$ cat src/rtl/vga_timing_gen.sv
// ---------------------------------------------------------------------------
// vga_timing_gen
//
// Purpose:
//   Generates the raster timing for a VGA-style display from one system
//   clock. A prescaler divides ClkPort down to the pixel rate. The horizontal
//   and vertical counters walk the line and the frame. Each line and each
//   frame runs in this order: active, front porch, sync, back porch.
//   Sync and bright are registered from the *next* counter values, so they
//   change on the same edge as hCount/vCount.
//   Motion logic runs on ClkPort, gated by frame_tick/move_tick, so no
//   derived clocks are needed.
//
// Optional feature:
//   `define VGA_TIMING_FRAME_CNT_EN to build the 16-bit frame counter and
//   the MOVE_FRAMES move divider. Without it, frame_count is 0 and move_tick
//   mirrors frame_tick.
//
// Ports:
//   ClkPort      in   system clock (single domain)
//   Reset        in   asynchronous, active-high reset
//   hSync        out  horizontal sync, SYNC_POL level during the sync region
//   vSync        out  vertical sync, SYNC_POL level during the sync region
//   bright       out  high inside the visible area
//   hCount       out  pixel index in the line, 0..H_TOTAL-1
//   vCount       out  line index in the frame, 0..V_TOTAL-1
//   pix_en       out  one-cycle pulse marking each pixel advance
//   frame_tick   out  one-cycle pulse when the frame wraps to (0,0)
//   move_tick    out  one-cycle pulse every MOVE_FRAMES frames
//   frame_count  out  frames since reset, modulo 2^16
// ---------------------------------------------------------------------------
module vga_timing_gen #(
    parameter int H_ACTIVE    = 640,
    parameter int H_FP        = 16,
    parameter int H_SYNC      = 96,
    parameter int H_BP        = 48,
    parameter int V_ACTIVE    = 480,
    parameter int V_FP        = 10,
    parameter int V_SYNC      = 2,
    parameter int V_BP        = 33,
    parameter int PIX_DIV     = 4,
    parameter bit SYNC_POL    = 1'b0,
    parameter int CNT_W       = 10,
    parameter int MOVE_FRAMES = 1
) (
    input  logic             ClkPort,
    input  logic             Reset,
    output logic             hSync,
    output logic             vSync,
    output logic             bright,
    output logic [CNT_W-1:0] hCount,
    output logic [CNT_W-1:0] vCount,
    output logic             pix_en,
    output logic             frame_tick,
    output logic             move_tick,
    output logic [15:0]      frame_count
);

    localparam int H_TOTAL = H_ACTIVE + H_FP + H_SYNC + H_BP;
    localparam int V_TOTAL = V_ACTIVE + V_FP + V_SYNC + V_BP;

    localparam logic [3:0]       PRESC_MAX = 4'(PIX_DIV - 1);
    localparam logic [CNT_W-1:0] H_LAST    = CNT_W'(H_TOTAL - 1);
    localparam logic [CNT_W-1:0] V_LAST    = CNT_W'(V_TOTAL - 1);

    // Region bounds are compared one bit wider than the counters. An
    // exclusive end bound may then equal 2**CNT_W without wrapping.
    localparam logic [CNT_W:0] H_ACT_END  = (CNT_W+1)'(H_ACTIVE);
    localparam logic [CNT_W:0] H_SYNC_BEG = (CNT_W+1)'(H_ACTIVE + H_FP);
    localparam logic [CNT_W:0] H_SYNC_END = (CNT_W+1)'(H_ACTIVE + H_FP + H_SYNC);
    localparam logic [CNT_W:0] V_ACT_END  = (CNT_W+1)'(V_ACTIVE);
    localparam logic [CNT_W:0] V_SYNC_BEG = (CNT_W+1)'(V_ACTIVE + V_FP);
    localparam logic [CNT_W:0] V_SYNC_END = (CNT_W+1)'(V_ACTIVE + V_FP + V_SYNC);

    // The counters reset to (0,0), which lies in the visible area whenever
    // one exists.
    localparam bit BRIGHT_RST = (H_ACTIVE > 0) && (V_ACTIVE > 0);

    // Elaboration-time parameter checks
    if (PIX_DIV < 1 || PIX_DIV > 16) begin : g_bad_pix_div
        $error("vga_timing_gen: PIX_DIV must be in 1..16");
    end
    if (MOVE_FRAMES < 1 || MOVE_FRAMES > 255) begin : g_bad_move_frames
        $error("vga_timing_gen: MOVE_FRAMES must be in 1..255");
    end
    if ((H_TOTAL - 1) >= (2 ** CNT_W) || (V_TOTAL - 1) >= (2 ** CNT_W)) begin : g_bad_cnt_w
        $error("vga_timing_gen: CNT_W too narrow for H_TOTAL-1 / V_TOTAL-1");
    end

    logic [3:0]       presc_q;
    logic [CNT_W-1:0] h_q;
    logic [CNT_W-1:0] v_q;
    logic [CNT_W-1:0] h_nxt;
    logic [CNT_W-1:0] v_nxt;
    logic             frame_wrap;
    logic             h_in_sync;
    logic             v_in_sync;
    logic             in_active;
    logic             hsync_q;
    logic             vsync_q;
    logic             bright_q;
    logic             frame_tick_q;

    // pix_en comes straight from the prescaler. With PIX_DIV=1 it would be
    // stuck high, so it is also gated by Reset. This keeps it quiet while
    // the block is held in reset.
    assign pix_en = ~Reset & (presc_q == PRESC_MAX);

    always_comb begin
        h_nxt      = h_q;
        v_nxt      = v_q;
        frame_wrap = 1'b0;
        if (pix_en) begin
            if (h_q == H_LAST) begin
                h_nxt = '0;
                if (v_q == V_LAST) begin
                    v_nxt      = '0;
                    frame_wrap = 1'b1;
                end else begin
                    v_nxt = v_q + 1'b1;
                end
            end else begin
                h_nxt = h_q + 1'b1;
            end
        end
        h_in_sync = ({1'b0, h_nxt} >= H_SYNC_BEG) && ({1'b0, h_nxt} < H_SYNC_END);
        v_in_sync = ({1'b0, v_nxt} >= V_SYNC_BEG) && ({1'b0, v_nxt} < V_SYNC_END);
        in_active = ({1'b0, h_nxt} < H_ACT_END) && ({1'b0, v_nxt} < V_ACT_END);
    end

    always_ff @(posedge ClkPort or posedge Reset) begin
        if (Reset) begin
            presc_q      <= 4'd0;
            h_q          <= '0;
            v_q          <= '0;
            hsync_q      <= ~SYNC_POL;
            vsync_q      <= ~SYNC_POL;
            bright_q     <= BRIGHT_RST;
            frame_tick_q <= 1'b0;
        end else begin
            presc_q      <= (presc_q == PRESC_MAX) ? 4'd0 : presc_q + 4'd1;
            h_q          <= h_nxt;
            v_q          <= v_nxt;
            hsync_q      <= h_in_sync ? SYNC_POL : ~SYNC_POL;
            vsync_q      <= v_in_sync ? SYNC_POL : ~SYNC_POL;
            bright_q     <= in_active;
            frame_tick_q <= frame_wrap;
        end
    end

    assign hCount     = h_q;
    assign vCount     = v_q;
    assign hSync      = hsync_q;
    assign vSync      = vsync_q;
    assign bright     = bright_q;
    assign frame_tick = frame_tick_q;

`ifdef VGA_TIMING_FRAME_CNT_EN
    logic [7:0]  move_cnt_q;
    logic        move_tick_q;
    logic [15:0] frame_cnt_q;

    // Both registers update on the same edge that raises frame_tick.
    // move_tick and the new frame_count are therefore visible in the
    // frame_tick cycle itself.
    always_ff @(posedge ClkPort or posedge Reset) begin
        if (Reset) begin
            move_cnt_q  <= 8'd0;
            move_tick_q <= 1'b0;
            frame_cnt_q <= 16'd0;
        end else begin
            move_tick_q <= 1'b0;
            if (frame_wrap) begin
                frame_cnt_q <= frame_cnt_q + 16'd1;
                if (move_cnt_q == 8'(MOVE_FRAMES - 1)) begin
                    move_cnt_q  <= 8'd0;
                    move_tick_q <= 1'b1;
                end else begin
                    move_cnt_q <= move_cnt_q + 8'd1;
                end
            end
        end
    end

    assign move_tick   = move_tick_q;
    assign frame_count = frame_cnt_q;
`else
    assign move_tick   = frame_tick_q;
    assign frame_count = 16'd0;
`endif

endmodule

$ cat config.mk
export PLATFORM = sky130hd
export DESIGN_NAME = vga_timing_gen
export DESIGN_NICKNAME = d
export VERILOG_FILES = /design/src/rtl/vga_timing_gen.sv
export SDC_FILE = /design/constraint.sdc
export NUM_CORES = 1
export LEC_CHECK = 0
export ABC_AREA = 0
export BUFFER_PORTS_ARGS = -buffer_cell sky130_fd_sc_hd__buf_2
export CAP_MARGIN = 40
export CORE_MARGIN = 2
export CORE_UTILIZATION = 51
export CTS_CLUSTER_DIAMETER = 50
export DETAILED_ROUTE_END_ITERATION = 12
export GPL_ROUTABILITY_DRIVEN = 0
export PLACE_DENSITY = 0.78
export SYNTH_ARGS = -nofsm -noshare
export SYNTH_HDL_FRONTEND = slang
export SYNTH_SLANG_ARGS = --single-unit
$ cat constraint.sdc
create_clock -name ClkPort -period 2.6 [get_ports ClkPort]
set_input_delay 0.26 -clock ClkPort [delete_from_list [all_inputs] [get_ports ClkPort]]
set_output_delay 0.26 -clock ClkPort [all_outputs]
set_load 0.01 [all_outputs]
==> impl_metrics.ini, run 1 <==
[worst_hold_path]
hp-class = input port to async pin

[critical_path]
worstPathCellList = dlygate4sd3_1 -> buf_2 -> or4b_4 -> inv_8 -> nand4_4 -> or3_4 -> xnor2_1 -> and4_1 -> a211oi_2
cp-start-kind = input port
path_delay_family = simple AND/OR/NAND/NOR gates
cp_data_required_time_ps = 2860
worstPathArrival_ps = 2750
worstSetupPathType = input port to flip-flop
cp_slowest_cell = or4b_4
cp-end-kind = flip-flop
timing.critical_path.buf_inv = 3
path_max_fanout = 9
slowest_delay_ps = 580

[finish]
multiInputGateArea_um2 = 742
finish.net_count = 197
syn_to_final_growth_pct = 11.0
drive_above_1_share = 0.279
regArea_um2 = 704
num_antenna_cells = 0
layout.cells.non_filler = 223
fill_cells = 272
final_cell_area_um2 = 1750

[synth]
syn_area_um2 = 1580
synth.ff_latch_count = 28
avgSynthCellArea_um2 = 9.81
synth_largest_area_cell = dfrtp_1
synthCells = 161
synth_edf_count = 0
ys_seq_area_frac = 0.446
ys_top_cells_by_count = dfrtp_1, buf_4, nand2_1
synthTopCellsByArea = dfrtp_1, buf_4, dfstp_2, xnor2_1, nand2_1
synth.most_common_cell = dfrtp_1
synth.distinct_cells = 39
async_flop_share = 1.00
yosys_warnings = 0
ys.flop_type = dfrtp_1
synth_top_area_frac = 0.396

[clock_network]
cts_tree = yes
clk_latency_ps = 330
root_buffer = clkbuf_4
cts_buffers = 3
cts_max_path_buffers = 2
clk_pin_slew_ps = 150
cts_sinks = 28
htree_levels = 1

[detailed_routing]
drc = 0
vias_per_cell = 5.27
ant_nets = 0
drt_iter0_markers = 50
wl_per_cell_um = 13.3
wl_mm = 2.96
vias = 1176
firstDrtPassIters = 4

[global_route]
antenna_found_initial = 0
grt_pass1_vias = 1037
grt_start_max_net_pins = 20
track_usage = 0.176
grt_overflow = 0
grt_pass1_wl_mm = 4.73

[floorplanning]
die_w_um = 59.6
num_rows = 20
start_util = 0.526
die_y_um = 59.6
dieArea_um2 = 3560
pin_count = 44
core_region_area_um2 = 3000

[sta]
setup_viol = 0
fmax_mhz = 402
maxSlewViolCount = 0
maxSlewHeadroom = 0.665
fin_crit_sh = 0.957
rsz0062_at_grt = no
tightest_slew_ps = 497
hold_violations = 0
period_needed_ps = 2490
skew_ps = 2.87
setup_tns_ps = 0

[place]
placed_cells = 216
portBuffers = 27
dpl_cell_area_um2 = 1680
dp_hpwl_mm = 2.28

[power_and_ir_drop]
powerDensity_nw_per_um2 = 454
peakVddDrop_mv = 0.248
p_leak_nw = 0.896

[run]
maxCapViolations = 0

[run_status]
status = finished, final reports clean
==> power by group <==
group	internal, mW	switching, mW	total, mW
Clock	0.0858	0.129	0.215
Sequential	0.459	0.0274	0.486
Combinational	0.0394	0.0567	0.0961
Total	0.584	0.213	0.797
==> timing repair <==
item	in CTS	in global routing
setup buffers	1	1
hold buffers	1	0
hold endpoints to repair	8	0
gates cloned	0	0
pin swaps	0	0
gates resized for setup	0	3
endpoints found under the setup margin	1	1
==> worst reg2reg max path: cells and delay by family (launching register included) <==
| family | cells | cell delay (ps) |
|---|---|---|
| and+or+nand+nor | 4 | 1310 |
| DFF | 1 | 400 |
| AOI/OAI and AO/OA | 1 | 220 |
| adders and majority gates | 1 | 210 |
| xor gates and xnor gates | 1 | 150 |
| buffers and inverters | 1 | 100 |
==> layout by cell type, fill, tap and decap left out, types with 2 or more instances in the layout <==
| cell type | n |
|---|---|
| conb_1 | 16 |
| nor2_1 | 8 |
| nand3_1 | 11 |
| a21oi_1 | 6 |
| dfstp_2 | 3 |
| buf_2 | 27 |
| nand2_1 | 15 |
| and4_2 | 2 |
| dfrtp_1 | 25 |
| and3_1 | 5 |
| xor2_1 | 2 |
| nand4_1 | 7 |
| a21o_2 | 2 |
| or3_4 | 2 |
| o21ai_0 | 5 |
| xnor2_1 | 8 |
| and4_1 | 3 |
| clkbuf_4 | 3 |
| buf_4 | 2 |
| or3_2 | 2 |
| ha_1 | 3 |
| nor3_1 | 5 |
| inv_1 | 8 |
==> registers in the layout (all words and copies together) (netlist names) <==
| register | flops |
|---|---|
| vCount | 10 |
| hSync | 1 |
| hCount | 10 |
| frame_tick | 1 |
| vSync | 1 |
| presc_q | 4 |
| bright | 1 |
==> final cells by class <==
cell class / count / area share
clock buffer: 4 / 0.0207
inverter: 9 / 0.0236
multi-input combinational: 118 / 0.423
sequential: 28 / 0.402
tap: 33 / 0.0236
timing repair buffer: 31 / 0.107
==> cell families (layout without fill, tap and decap cells) <==
group,after synthesis,in the layout,share of synthesized area
AND/OR/NAND/NOR,69,69,0.261
buffers and inverters,30,44,0.128
flip-flops,28,28,0.446
AO/OA/AOI/OAI,18,18,0.0697
XOR/XNOR,10,10,0.0555
adder cells (fa/ha/maj),4,4,0.0317
other,1,16,0.00237
multiplexers,1,1,0.00634
==> per-stage QoR <==
step | hold WS [ps] | util | total power, mW | setup slack (ps)
2_1_floorplan | 323 | - | 0.565 | 322
3_3_place_gp | 438 | 0.550 | 0.582 | 231
3_5_place_dp | 306 | 0.559 | 0.590 | 54.3
4_1_cts | 477 | 0.577 | 0.801 | 26.2
5_1_grt | 511 | 0.584 | 0.828 | 37.2
6_report | 470 | 0.584 | 0.797 | 113
==> routing by layer <==
layer,up-vias,GRT usage,share of wire
met5,-,0,0
met4,0,0.0603,0.014
met3,4,0.0262,0.042
met2,36,0.272,0.47
met1,547,0.251,0.48
li1,589,-,-
==> final timing paths <==
path / startpoint / end / slack, ps / depth (start not counted)
min in group ClkPort: presc_q[0] / presc_q[0] / 480 / 1
min: Reset / presc_q[2] / 470 / 3
max in group asynchronous: Reset / bright / 1600 / 4
min reg2reg: presc_q[0] / presc_q[0] / 480 / 1
max reg2reg: presc_q[0] / bright / 150 / 8
max: Reset / bright / 110 / 9
Note: power is estimated with default switching activity, not from simulation.
==> run 2, diff against run 1 <==
--- a/config.mk
+++ b/config.mk
@@ -8,12 +8,14 @@
 export ABC_AREA = 0
 export BUFFER_PORTS_ARGS = -buffer_cell sky130_fd_sc_hd__buf_2
 export CAP_MARGIN = 40
+export CELL_PAD_IN_SITES_DETAIL_PLACEMENT = 1
+export CELL_PAD_IN_SITES_GLOBAL_PLACEMENT = 2
 export CORE_MARGIN = 2
-export CORE_UTILIZATION = 51
+export CORE_UTILIZATION = 31
 export CTS_CLUSTER_DIAMETER = 50
 export DETAILED_ROUTE_END_ITERATION = 12
 export GPL_ROUTABILITY_DRIVEN = 0
-export PLACE_DENSITY = 0.78
+export PLACE_DENSITY_LB_ADDON = 0.1
 export SYNTH_ARGS = -nofsm -noshare
 export SYNTH_HDL_FRONTEND = slang
 export SYNTH_SLANG_ARGS = --single-unit
==> run 2 against run 1 <==
Against the previous run:
- clock skew is 2.5 ps higher
- total power up 16%
- non-clock buffer count decreased by 2
- cell area rose by 2.0%
- register-to-register slack barely moved
- global-route usage is 3.6 points lower
- count of clock-buffer cells in the layout down 1
- via count is 3.1% higher
==> impl_metrics.ini, run 2 (synthesis gave the netlist of run 1 again) <==
[critical_path]
reg2reg_depth = 8
cp-start-kind = flip-flop
path_max_fanout = 11
cp-end-kind = flip-flop
rr_endpoint = bright
r2r-start = presc_q[0]
worstPathArrival_ps = 2640
worstSetupPathType = flip-flop to flip-flop
r2r_slack_ps = 160
cp_data_required_time_ps = 2800

[finish]
multiInputGateArea_um2 = 737
fill_cells = 595
regArea_um2 = 704
finish.net_count = 195
num_antenna_cells = 0
most-common-layout-cells = buf_2, dfrtp_1, conb_1, nand2_1, nand3_1
syn_to_final_growth_pct = 13.2
layout_commonest_cell = buf_2
final_cell_area_um2 = 1790
layout.cells.non_filler = 255
drive_above_1_share = 0.271

[floorplanning]
start_util = 0.328
die_y_um = 75.4
num_rows = 25
core_region_area_um2 = 4820
die_w_um = 75.4
pin_count = 44
dieArea_um2 = 5680

[run_status]
status = finished, final reports clean

[sta]
rsz0062_at_grt = no
fin_crit_sh = 0.940
fmax_mhz = 409
setup_tns_ps = 0
skew_ps = 5.41
hold_violations = 0
fin_ws_ps = 157
maxSlewViolCount = 0
setup_viol = 0
period_needed_ps = 2440

[place]
placed_cells = 250
portBuffers = 27
place_worst_setup_slack_ps = 93.5
dp_hpwl_mm = 2.85
dpl_cell_area_um2 = 1700

[power_and_ir_drop]
internal_power_uw = 699
peakVddDrop_mv = 0.250
p_clk_frac = 0.372
powerDensity_nw_per_um2 = 516
switching_share = 0.243
p_switching_uw = 224
comb_power_share = 0.099
power_frac_seq = 0.529
p_leak_nw = 0.893

[detailed_routing]
vias_per_cell = 4.75
wl_mm = 3.68
drt_iter0_markers = 53
drc = 0
wl_per_cell_um = 14.4
firstDrtPassIters = 4
vias = 1212
ant_nets = 0

[global_route]
grt_overflow = 0
grt_start_max_net_pins = 29
grt_pass1_vias = 1193
busiest_layer = met2
groute.layer.met1.usage = 0.193
grt.met3_usage = 0.0159
groute.layer.met2.usage = 0.240
antenna_found_initial = 0
track_usage = 0.140
grt_pass1_wl_mm = 6.03

[clock_network]
clk_latency_ps = 270
cts_max_path_buffers = 2
root_buffer = clkbuf_8
cts_sinks = 28
cts_tree = yes
htree_levels = 1
clk_pin_slew_ps = 100
cts_buffers = 3

[worst_hold_path]
hp-class = input port to async pin

[run]
maxCapViolations = 0
[run 2: repair_timing]
action,CTS,global route
hold buffers,0,0
buffers inserted,0,1
hold endpoints to repair,0,0
setup endpoints to repair,0,1
gates resized for setup,0,2
[run 2: worst max-delay path by stage]
stage / from / endpoint / slack, ps
2_1_floorplan: presc_q[0] / vSync / 320
6_report: presc_q[0] / bright / 160
3_3_place_gp: presc_q[0] / bright / 210
4_1_cts: presc_q[0] / bright / 70
3_5_place_dp: presc_q[0] / bright / 90
5_1_grt: presc_q[0] / bright / 20
[run 2: power by group through the flow]
stage	combinational (mW)	clock, mW	sequential [mW]
2_1_floorplan	0.0628	0	0.502
3_3_place_gp	0.0926	0	0.495
3_5_place_dp	0.0928	0	0.496
4_1_cts	0.0927	0.361	0.488
5_1_grt	0.105	0.370	0.493
6_report	0.0912	0.343	0.488
[run 2: area by class of cell]
type / count / area share
clock inverter: 1 / 0.0168
multi-input combinational: 118 / 0.412
clock buffer: 3 / 0.0231
tap: 67 / 0.0469
sequential: 28 / 0.394
inverter: 9 / 0.0231
timing repair buffer: 29 / 0.0840
[run 2: routing by layer]
layer,wire length (um),vias to the layer above
met5,0,-
met4,0,0
met3,94,0
met2,1810,23
met1,1780,605
li1,-,584
[run 2: worst max-delay path: stages, from the launching register on]
cell and delay, ps:
dfrtp_1 390, ha_2 210, or4b_4 530, inv_8 110, nand4_4 150, or3_1 400, xnor2_1 150, and4_1 230
a211oi_2 200
[run 2: metrics by stage]
stage / hold WS [ps] / util / total power [mW]
floorplan: 323 / - / 0.565
global placement: 368 / 0.353 / 0.588
detailed placement: 372 / 0.353 / 0.589
CTS: 59.0 / 0.368 / 0.941
global route: 93.8 / 0.371 / 0.967
finish: 49.5 / 0.371 / 0.923
